`src/rtl/front_panel_examine.sv`:
```
// Front-panel EXAMINE / EXAMINE NEXT controller: turns a switch edge into a
// single memory read and latches the returned byte onto the panel LEDs.
module front_panel_examine #(
    parameter int ADDR_WIDTH     = 16,
    parameter int TIMEOUT_CYCLES = 255
) (
    input  logic                  clk,
    input  logic                  reset,
    input  logic                  examine,
    input  logic                  examine_next,
    input  logic [ADDR_WIDTH-1:0] addr_sw,
    input  logic [7:0]            mem_rdata,
    input  logic                  mem_rvalid,
    output logic                  mem_rd,
    output logic [ADDR_WIDTH-1:0] mem_addr,
    output logic [ADDR_WIDTH-1:0] addr_leds,
    output logic [7:0]            data_leds,
    output logic                  examine_latch,
    output logic                  timeout
);
    typedef enum logic [1:0] {IDLE, ISSUE, WAIT, DONE} state_t;

    localparam logic [15:0] LAST_CNT = 16'(TIMEOUT_CYCLES - 1);

    state_t      state, state_nxt;
    logic        examine_prev, examine_next_prev;
    logic        ex_req, nx_req;
    logic [15:0] wait_cnt;
    logic        wait_expired;

    assign ex_req       = examine & ~examine_prev;
    assign nx_req       = examine_next & ~examine_next_prev;
    assign wait_expired = (wait_cnt == LAST_CNT);

    always_comb begin
        state_nxt     = state;
        mem_rd        = 1'b0;
        examine_latch = 1'b0;
        case (state)
            IDLE:  if (ex_req || nx_req) state_nxt = ISSUE;
            ISSUE: begin
                mem_rd        = 1'b1;
                examine_latch = 1'b1;
                state_nxt     = WAIT;
            end
            WAIT: begin
                examine_latch = 1'b1;
                if (mem_rvalid || wait_expired) state_nxt = DONE;
            end
            DONE:  state_nxt = IDLE;
            default: state_nxt = IDLE;
        endcase
    end

    always_ff @(posedge clk) begin
        if (reset) begin
            state             <= IDLE;
            examine_prev      <= 1'b0;
            examine_next_prev <= 1'b0;
            mem_addr          <= '0;
            addr_leds         <= '0;
            data_leds         <= 8'h00;
            timeout           <= 1'b0;
            wait_cnt          <= 16'd0;
        end else begin
            state             <= state_nxt;
            // Prev levels track every cycle so edges seen while busy never replay later.
            examine_prev      <= examine;
            examine_next_prev <= examine_next;
            case (state)
                IDLE: begin
                    if (ex_req)      mem_addr <= addr_sw;
                    else if (nx_req) mem_addr <= addr_leds + 1'b1;
                end
                ISSUE: begin
                    timeout  <= 1'b0;
                    wait_cnt <= 16'd0;
                end
                WAIT: begin
                    // A response in the final counted cycle still beats the timeout.
                    if (mem_rvalid) begin
                        data_leds <= mem_rdata;
                        addr_leds <= mem_addr;
                    end else if (wait_expired) begin
                        data_leds <= 8'hFF;
                        addr_leds <= mem_addr;
                        timeout   <= 1'b1;
                    end else begin
                        wait_cnt <= wait_cnt + 16'd1;
                    end
                end
                default: ;
            endcase
        end
    end
endmodule

```
`config.mk`:
```
export PLATFORM = sky130hd
export DESIGN_NAME = front_panel_examine
export DESIGN_NICKNAME = d
export VERILOG_FILES = /design/src/rtl/front_panel_examine.sv
export SDC_FILE = /design/constraint.sdc
export NUM_CORES = 1
export LEC_CHECK = 0
export ABC_AREA = 1
export BUFFER_PORTS_ARGS = -buffer_cell sky130_fd_sc_hd__buf_2
export CAP_MARGIN = 10
export CELL_PAD_IN_SITES_DETAIL_PLACEMENT = 0
export CELL_PAD_IN_SITES_GLOBAL_PLACEMENT = 1
export CORE_MARGIN = 4
export CORE_UTILIZATION = 38
export CTS_CLUSTER_DIAMETER = 30
export DETAILED_ROUTE_END_ITERATION = 12
export HOLD_SLACK_MARGIN = 0.12
export PLACE_DENSITY = 0.77
export SLEW_MARGIN = 20
export SYNTH_ARGS = -nofsm -noshare
export SYNTH_HDL_FRONTEND = slang
export SYNTH_SLANG_ARGS = --single-unit
```
`constraint.sdc`:
```
create_clock -name clk -period 2.1 [get_ports clk]
set_clock_uncertainty 0.1 [all_clocks]
set_input_delay 0.105 -clock clk [delete_from_list [all_inputs] [get_ports clk]]
set_output_delay 0.105 -clock clk [all_outputs]
set_load 0.02 [all_outputs]
```
==> results of run 1 <==
## what timing repair did
action | CTS | global route
endpoints found under the hold margin | 27 | 0
hold buffers | 27 | 0
resized for setup | 0 | 2
setup endpoints to repair | 0 | 3
## state kept, by name, indices dropped and copies added, names as in the netlist
name,flops
data_leds,8
addr_leds,16
wait_cnt,16
examine_prev,1
mem_addr,16
examine_next_prev,1
state,2
timeout,1
## cell usage after synthesis (3+ instances only)
| library cell | instances |
|---|---|
| nand4_1 | 9 |
| xnor2_1 | 3 |
| ha_1 | 7 |
| inv_1 | 53 |
| nand2_2 | 3 |
| xor2_1 | 3 |
| dfxtp_1 | 61 |
| o21ai_0 | 26 |
| buf_6 | 5 |
| nand2_1 | 138 |
| nand3_1 | 37 |
| clkbuf_1 | 7 |
| nor2_2 | 3 |
| a21oi_1 | 51 |
| buf_2 | 3 |
| nor2_1 | 77 |
| buf_4 | 3 |
| a21oi_2 | 5 |
| nor3_1 | 3 |
| nand2_4 | 3 |
## final cells by class
| type | instances | area, µm² |
|---|---|---|
| clock buffers | 12 | 145 |
| clock inverters | 4 | 47.5 |
| fillers | 893 | 4140 |
| inverters | 55 | 209 |
| multi-input cells | 375 | 1750 |
| flip-flops and latches | 61 | 1220 |
| well taps | 105 | 131 |
| repair buffers | 108 | 701 |
## power breakdown
part | switching (mW) | internal, mW | total, mW
clock network | 0.468 | 0.578 | 1.05
logic | 0.887 | 0.418 | 1.31
registers | 0.106 | 1.30 | 1.40
total | 1.46 | 2.29 | 3.75
## worst max path at each step
stage / from / endpoint / slack [ns] / depth (start not counted)
6_report: state[0]$_SDFFE_PP0P_ / wait_cnt[14]$_SDFFE_PP0P_ / 0.23 / 9
5_1_grt: wait_cnt[0]$_SDFFE_PP0P_ / addr_leds[3]$_SDFFE_PP0P_ / 0.06 / 9
4_1_cts: wait_cnt[0]$_SDFFE_PP0P_ / addr_leds[2]$_SDFFE_PP0P_ / 0.19 / 9
3_5_place_dp: state[0]$_SDFFE_PP0P_ / addr_leds[2]$_SDFFE_PP0P_ / 0.20 / 7
3_3_place_gp: wait_cnt[0]$_SDFFE_PP0P_ / addr_leds[13]$_SDFFE_PP0P_ / 0.24 / 9
2_1_floorplan: addr_leds[1]$_SDFFE_PP0P_ / mem_addr[8]$_SDFFE_PP0P_ / 0.48 / 7
## worst min-delay path, cell delays in order
cell	delay, ns
buf_2	0.10
buf_4	0.27
a21oi_2	0.05
## routing by layer
| layer | global-route usage | vias up |
|---|---|---|
| li1 | - | 1823 |
| met1 | 0.226 | 1576 |
| met2 | 0.358 | 68 |
| met3 | 0.0503 | 9 |
| met4 | 0.0552 | 0 |
| met5 | 0 | - |
## stage by stage
step,util,hold slack (ns),std cells,instance area (µm²),setup WS [ns]
final,0.504,0.144,720,4200,0.226
after global routing,0.504,0.158,720,4200,0.0585
after CTS,0.504,0.134,720,4200,0.187
after detailed placement,0.448,0.230,677,3740,0.204
after global placement,0.448,0.219,677,3740,0.235
after floorplan,-,0.112,510,3310,0.479
## kinds of logic (layout without fill, tap and decap cells)
| logic type | Yosys count | count (layout) |
|---|---|---|
| flip-flops | 61 | 61 |
| XOR/XNOR | 6 | 6 |
| adder cells (fa/ha/maj) | 7 | 7 |
| AO/OA/AOI/OAI | 85 | 85 |
| buffers and inverters | 74 | 179 |
| AND/OR/NAND/NOR | 277 | 277 |
==> metrics.txt, run 1 <==
Clock Latency Late Sink=about 0.34 ns; CP Class=flop to flop; area grow syn2layout=26.9%; Pre-antenna DRT Iters=4; Worst Path Buf+Inv=2; RSZ-0062 raised after global routing=no; first-pass GRT wire length=roughly 16 mm; vias in the first global route=about 3.4k; clock sink count=slightly above 60; Final Critical Period=around 1.9 ns; Max Buffers Root-to-Sink=2; CTS Buf Count=9; met3 WL=350 µm; total power=around 3.8 mW; Yosys warnings=0; Yosys reg bits=slightly above 60; Pwr per Cell Area=approximately 900 nW/µm²; Root Driver=clkbuf_8; I/O Buffers=around 70; slew at the pin with the worst max-slew slack=a little under 0.5 ns; Core Box Area=8340 µm²; reg2reg start=state[0]$_SDFFE_PP0P_; post-synth top area cell=dfxtp_1; wl on met1=4.16 mm; Avg Inst Size Synth=about 6.5 µm²; Post-DP HPWL=a little under 7 mm; Reg2Reg Capture Point=wait_cnt[14]$_SDFFE_PP0P_; pin count of the biggest net entering global routing=25; H-tree levels=3; GRT overflow=0; post-synthesis xor/xnor area fraction=0.0159; post-synthesis mux area share=0; Min-Delay Endpoint=addr_leds[3]$_SDFFE_PP0P_; setup TNS=0 ns; CP Capture Type=flop; maximum vdd drop=approximately 0.0005 V; synthesized cell area=approximately 3300 µm²; r2r worst-path depth=9; Cells on Worst Hold Path=3; Wirelength per Cell=roughly 13 µm; Post-Synth Adder-Cell Area=0.0264; most frequent cells in the layout=nand2_1, nor2_1, buf_2; Die Y=101 µm; Fmax achieved=about 530 MHz; Synth Area in Simple Gates=0.350; CTS tree=done; Hold Crit Class=input pin to flop; Routed Antenna Nets=0; Initial Util=0.397; synthesized instance count=510; CP Launch Type=flop; # diodes=0; number of enable flip-flop cells after synthesis=0; top cell type's share of synthesized area=0.369; DIE WIDTH=~100 µm; layout cells sized above 1=0.182; fin nets=~650; final setup vio count=0; Slew HR=0.676; syn_nets=roughly 550; CTS clk-pin slew, worst paths=roughly 0.070 ns; Critical-path top delay cell=ha_1; reg-to-reg slack, setup=around 0.23 ns; compound-gate portion of the synthesized area=0.136; Met2 Wirelength=about 4.9 mm; commonest non-fill, non-tap cell in the layout=nand2_1; Via Count=3476; # IOs=72; main combinational cell family by area after synthesis=simple AND/OR/NAND/NOR gates; initial antenna violation count=0; 1st-iter DRT viols=~130; post-route DRC violation count=0; Top FF cell, synth=dfxtp_1; HP Start=reset; Top Family by Delay on Critical Path=simple AND/OR/NAND/NOR gates; Seq/Total Area, Yosys=0.369; post-CTS setup buffers=0; crit-path cells=inv_1 > ha_1 > inv_1 > nor2_1 > nand2_4 > nand2_4 > nand2_1 > nand2_1 > nor2_1; Fin. Hold Viols=0; via/cell ratio=between 4 and 5; Synth cell types=27; fin crit share=0.893; DR top layer=met4; RD Place Congestion=between 0.7 and 0.8; Slew Viols, Final=0; Critical Path RT=2.23 ns; die area=approximately 10000 µm²; ranking of synthesized cells by area=dfxtp_1, nand2_1, nor2_1, a21oi_1, inv_1; WL final=9.56 mm; FP Rows=33; Max-Cap Viols=0; Arr. time, crit path=~2.0 ns; P_leak=1.87 nW; outcome=complete, no violations; CP max FO=21; Largest stage delay, worst path=between 0.3 and 0.4 ns; ys async rst share=0; total track usage=0.197
(Power assumes the default switching activity.)
==> inputs of run 2 (changes only) <==
Settings changed: BUFFER_PORTS_ARGS -buffer_cell sky130_fd_sc_hd__buf_2 to -buffer_cell sky130_fd_sc_hd__clkbuf_2.
==> run 2 against run 1 <==
  * Non-clock buffer count is 2 lower
  * Maximum frequency fell by 0.29%
  * Worst setup slack lost 0.0054 ns
  * Sequential power hardly changed
  * Clock power fell by 9%
  * Core utilization down 0.42 points
  * Register-to-register slack about the same
  * Final area decreased by 0.83%
  * Worst hold slack got worse by 0.010 ns
  * Critical path type unchanged
==> metrics.txt, run 2 (synthesis gave the netlist of run 1 again) <==
Largest stage delay, worst path=0.33 ns (about the same); FP Rows=33 (unchanged); Final Critical Period=1.88 ns (+0.00537 ns); Pwr per Cell Area=880 nW/µm² (-1.4%); combinational power share=0.356 (+0.008); clock sink count=61 (unchanged); Clock Latency Late Sink=0.34 ns (about the same); slew at the pin with the worst max-slew slack=0.459 ns (-0.0257 ns); Routed Antenna Nets=0 (unchanged); switching pwr=1.47 mW (+0.77%); RD Place Congestion=0.792 (about the same); Met2 Wirelength=4.91 mm (-0.59%); maximum vdd drop=0.000511 V (+1.6%); Seq pwr share=0.384 (+0.010); CTS Buf Count=9 (unchanged); area grow syn2layout=25.9%; Reg2Reg Capture Point=wait_cnt[13]$_SDFFE_PP0P_; Root Driver=clkbuf_8; commonest non-fill, non-tap cell in the layout=nand2_1; wl on met1=4.14 mm (-0.55%); Regs by FF count=addr_leds (16), mem_addr (16), wait_cnt (16); WL final=9.42 mm (-1.5%); die area=10300 µm² (unchanged); Min-Delay Endpoint=mem_addr[15]$_SDFFE_PP0P_; Max Buffers Root-to-Sink=2 (unchanged); Max-Cap Viols=0 (unchanged); 1st-iter DRT viols=133 (+4.7%); # diodes=0 (unchanged); H-tree levels=3 (unchanged); final setup vio count=0 (unchanged); fin nets=644 (-0.31%); Die Y=101 µm (unchanged); Top Family by Delay on Critical Path=simple AND/OR/NAND/NOR gates; crit-path cells=inv_1 > ha_1 > inv_1 > nor2_1 > nand2_4 > nand2_4 > nand2_1 > nand2_1 > nor2_1; initial antenna violation count=0 (unchanged); P_int=2.20 mW (-4.1%); Post-DP HPWL=6.63 mm (-1.8%); CP Class=flop to flop; total track usage=0.195 (-0.00134); # IOs=72 (unchanged); Pre-antenna DRT Iters=4 (unchanged); I/O Buffers=71 (unchanged); pin count of the biggest net entering global routing=25 (unchanged); P_leak=1.83 nW (-2.3%); Worst Path Buf+Inv=2 (unchanged); Core Box Area=8340 µm² (unchanged); clock share of power=0.261 (-0.018); Fin. Hold Viols=0 (unchanged); via/cell ratio=4.77 (-1.3%); layout cells sized above 1=0.183 (+0.000594); vias in the first global route=3354 (-1.0%); Slew Viols, Final=0 (unchanged); Via Count=3423 (-1.5%); Critical Path RT=2.23 ns (about the same); outcome=complete, no violations; DIE WIDTH=101 µm (unchanged); GRT overflow=0 (unchanged); area of the multi-input gates=1750 µm² (unchanged); met3 WL=288 µm (-18%); RSZ-0062 raised after global routing=no; post-CTS setup buffers=0 (unchanged); setup TNS=0 ns (unchanged); Cells on Worst Hold Path=5 (+2); Fmax achieved=532 MHz (-0.29%); reg2reg start=state[0]$_SDFFE_PP0P_; final hold slack=0.134 ns (-0.0101 ns); Initial Util=0.397 (unchanged); Switching Fraction=0.401 (+0.0118); DR top layer=met4; reg-to-reg slack, setup=0.22 ns (about the same); HP Start=addr_sw[15]; Hold Crit Class=input pin to flop; CP Launch Type=flop; post-route DRC violation count=0 (unchanged); # fillers=876 (-1.9%); Arr. time, crit path=2.01 ns (about the same); Wirelength per Cell=13.1 µm (-1.2%); r2r worst-path depth=9 (unchanged); fin crit share=0.895 (+0.00256); CTS tree=done; CTS clk-pin slew, worst paths=0.07 ns (about the same); storage element area=1220 µm² (unchanged); first-pass GRT wire length=16.0 mm (-0.85%); Slew HR=0.693 (+0.0172); Critical-path top delay cell=ha_1; CP max FO=21 (unchanged); CP Capture Type=flop; most frequent cells in the layout=nand2_1, nor2_1, clkbuf_2
[run 2: stage by stage]
step                      cells  total power [mW]  instance area (µm²)   util  worst slack (ns)
after floorplan             510              2.37                 3310      -             0.479
after global placement      676              2.70                 3730  0.447             0.231
after detailed placement    676              2.72                 3730  0.447             0.209
after CTS                   718              3.73                 4170  0.500             0.190
after global routing        718              3.93                 4170  0.500           0.00594
final                       718              3.67                 4170  0.500             0.220
[run 2: per-layer routing]
metal | vias to the layer above | GRT usage
met1 | 1554 | 0.232
li1 | 1813 | -
met3 | 6 | 0.0496
met5 | - | 0
met2 | 50 | 0.353
met4 | 0 | 0.0440
[run 2: timing repair]
action                                 CTS  global route
gates resized for setup                  0             0
setup endpoints to repair                0             0
endpoints found under the hold margin   26             0
hold buffers                            26             0
[run 2: how the worst max path moves through the flow]
stage	start	endpoint	slack, ns	cells past startpoint
2_1_floorplan	addr_leds[1]$_SDFFE_PP0P_	mem_addr[8]$_SDFFE_PP0P_	0.48	7
3_3_place_gp	wait_cnt[0]$_SDFFE_PP0P_	addr_leds[5]$_SDFFE_PP0P_	0.23	9
6_report	state[0]$_SDFFE_PP0P_	wait_cnt[13]$_SDFFE_PP0P_	0.22	9
3_5_place_dp	wait_cnt[0]$_SDFFE_PP0P_	addr_leds[6]$_SDFFE_PP0P_	0.21	9
5_1_grt	wait_cnt[0]$_SDFFE_PP0P_	addr_leds[0]$_SDFFE_PP0P_	0.006	9
4_1_cts	wait_cnt[0]$_SDFFE_PP0P_	addr_leds[6]$_SDFFE_PP0P_	0.19	9
[run 2: worst min-delay path: stages]
cell	delay [ns]
clkbuf_2	0.08
nor2_1	0.14
nor2_1	0.08
nand2_1	0.07
a21oi_1	0.05
[run 2: power groups by stage]
stage	registers, mW	logic [mW]	clock network (mW)
final	1.41	1.31	0.957
after global routing	1.43	1.46	1.04
after CTS	1.41	1.33	0.990
after detailed placement	1.43	1.29	0
after global placement	1.43	1.27	0
after floorplan	1.54	0.824	0
[run 2: cell type report]
cell class / count / area share
multi-input cells: 375 / 0.420
flip-flops and latches: 61 / 0.293
repair buffers: 106 / 0.164
inverters: 55 / 0.0495
clock buffers: 12 / 0.0372
well taps: 105 / 0.0315
clock inverters: 4 / 0.00540
==> inputs of run 3 (changes only) <==
Settings changed: CORE_ASPECT_RATIO from default to 1.1.
==> run 3 against run 2 <==
  * Combinational power about the same
  * Global-route usage down 1.2 points
  * First-iteration DRC count is 9.8% lower
  * Power up 2.2%
  * Flip-flop and latch count is the same
  * Critical path type unchanged
  * Largest cell class unchanged
==> metrics.txt, run 3 (synthesis gave the netlist of run 1 again) <==
via/cell ratio=4.67 (-2.1%); clock sink count=61 (unchanged); slew at the pin with the worst max-slew slack=0.489 ns (+0.0293 ns); # IOs=72 (unchanged); DIE WIDTH=97.0 µm (-4.3%); initial antenna violation count=0 (unchanged); Routed Antenna Nets=0 (unchanged); Largest stage delay, worst path=0.56 ns (+0.23 ns); Root Driver=clkbuf_8; Core Box Area=8450 µm² (+1.3%); CP Class=flop to flop; post-place setup slack=0.217 ns (+0.00885 ns); Final Critical Period=1.94 ns (+0.0603 ns); Wirelength per Cell=12.8 µm (-2.8%); Pwr per Cell Area=887 nW/µm² (+0.75%); GRT overflow=0 (unchanged); fin worst setup slack=0.160 ns (-0.0603 ns); Top Family by Delay on Critical Path=simple AND/OR/NAND/NOR gates; CTS Buf Count=9 (unchanged); Pre-antenna DRT Iters=4 (unchanged); CP max FO=7 (-67%); RSZ-0062 raised after global routing=no; Post-DP HPWL=6.70 mm (+1.0%); total power=3.75 mW (+2.2%); post-CTS setup buffers=0 (unchanged); Max Buffers Root-to-Sink=2 (unchanged); Hold Crit Class=flop to flop; setup TNS=0 ns (unchanged); WL final=9.26 mm (-1.7%); fin crit share=0.924 (+0.0287); CTS tree=done; Initial Util=0.392 (-0.00523); Fmax achieved=515 MHz (-3.1%); Die Y=106 µm (+4.5%); CP Capture Type=flop; # diodes=0 (unchanged); Slew HR=0.674 (-0.0195); fin nets=647 (+0.47%); CTS clk-pin slew, worst paths=0.07 ns (about the same); Regs by FF count=addr_leds (16), mem_addr (16), wait_cnt (16); Slew Viols, Final=0 (unchanged); Crit path top cell by count=nand3_1; pin count of the biggest net entering global routing=27 (+8.0%); Max-Cap Viols=0 (unchanged); first-pass GRT wire length=15.5 mm (-3.5%); Clock Latency Late Sink=0.33 ns (about the same); final setup vio count=0 (unchanged); Arr. time, crit path=2.06 ns (+0.05 ns); outcome=complete, no violations; commonest non-fill, non-tap cell in the layout=nand2_1; FP Rows=35 (+6.1%); crit-path cells=nand3_1 > nor2_2 > nand3_1 > nand2_1 > nand3_1 > nand2_1 > a21oi_1 > dlygate4sd3_1; vias in the first global route=3297 (-1.7%); H-tree levels=3 (unchanged); total track usage=0.184 (-0.0117); P_leak=1.86 nW (+1.4%); CP Launch Type=flop; Critical-path top delay cell=dlygate4sd3_1; die area=10300 µm² (about the same); 1st-iter DRT viols=120 (-9.8%); Critical Path RT=2.22 ns (about the same); RD Place Congestion=0.831 (+4.9%); I/O Buffers=71 (unchanged); Fin. Hold Viols=0 (unchanged); Via Count=3389 (-0.99%); post-route DRC violation count=0 (unchanged); Worst Path Buf+Inv=1 (-1); most frequent cells in the layout=nand2_1, nor2_1, clkbuf_2; area grow syn2layout=27.7%; maximum vdd drop=0.000367 V (-28%); layout cells sized above 1=0.184 (+0.00103)
run 3: cell type report:
cell class,count,area [µm²]
clock buffer,11,151
clock inverter,4,47.5
fill,860,4220
inverter,55,206
multi-input combinational,375,1750
sequential,61,1220
tap,111,139
timing repair buffer,109,713
run 3: timing repair:
| action | in CTS | in global routing |
|---|---|---|
| endpoints found under the setup margin | 0 | 1 |
| hold buffers | 29 | 0 |
| resized for setup | 0 | 1 |
| hold endpoints to repair | 32 | 0 |
run 3: final timing paths:
check | startpoint | endpoint | slack (ns) | cells past startpoint
worst max-delay path | addr_leds[2]$_SDFFE_PP0P_ | mem_addr[13]$_SDFFE_PP0P_ | 0.16 | 8
worst min-delay path | mem_addr[1]$_SDFFE_PP0P_ | addr_leds[1]$_SDFFE_PP0P_ | 0.38 | 2
worst max register to register | addr_leds[2]$_SDFFE_PP0P_ | mem_addr[13]$_SDFFE_PP0P_ | 0.16 | 8
worst min register to register | mem_addr[1]$_SDFFE_PP0P_ | addr_leds[1]$_SDFFE_PP0P_ | 0.38 | 2
run 3: report_power, final:
group / switching [mW] / total (mW) / internal (mW)
registers: 0.101 / 1.40 / 1.30
logic: 0.882 / 1.29 / 0.413
clock network: 0.457 / 1.06 / 0.602
run 3: stage by stage:
stage / hold WS (ns) / instances / util / instance area [µm²]
floorplan: 0.112 / 510 / - / 3310
global placement: 0.217 / 682 / 0.442 / 3740
detailed placement: 0.220 / 682 / 0.442 / 3740
CTS: 0.385 / 726 / 0.500 / 4230
global route: 0.389 / 726 / 0.501 / 4230
finish: 0.384 / 726 / 0.501 / 4230
run 3: worst min-delay path: stages, from the launching register on:
cell	delay, ns
dfxtp_1	0.32
nand2_1	0.06
a21oi_1	0.06
run 3: metal layers:
metal | part of all wire | vias to the layer above | global-route usage
met1 | 0.46 | 1496 | 0.218
met4 | 0.017 | 0 | 0.0632
li1 | - | 1818 | -
met3 | 0.039 | 12 | 0.0413
met2 | 0.49 | 63 | 0.325
met5 | 0 | - | 0
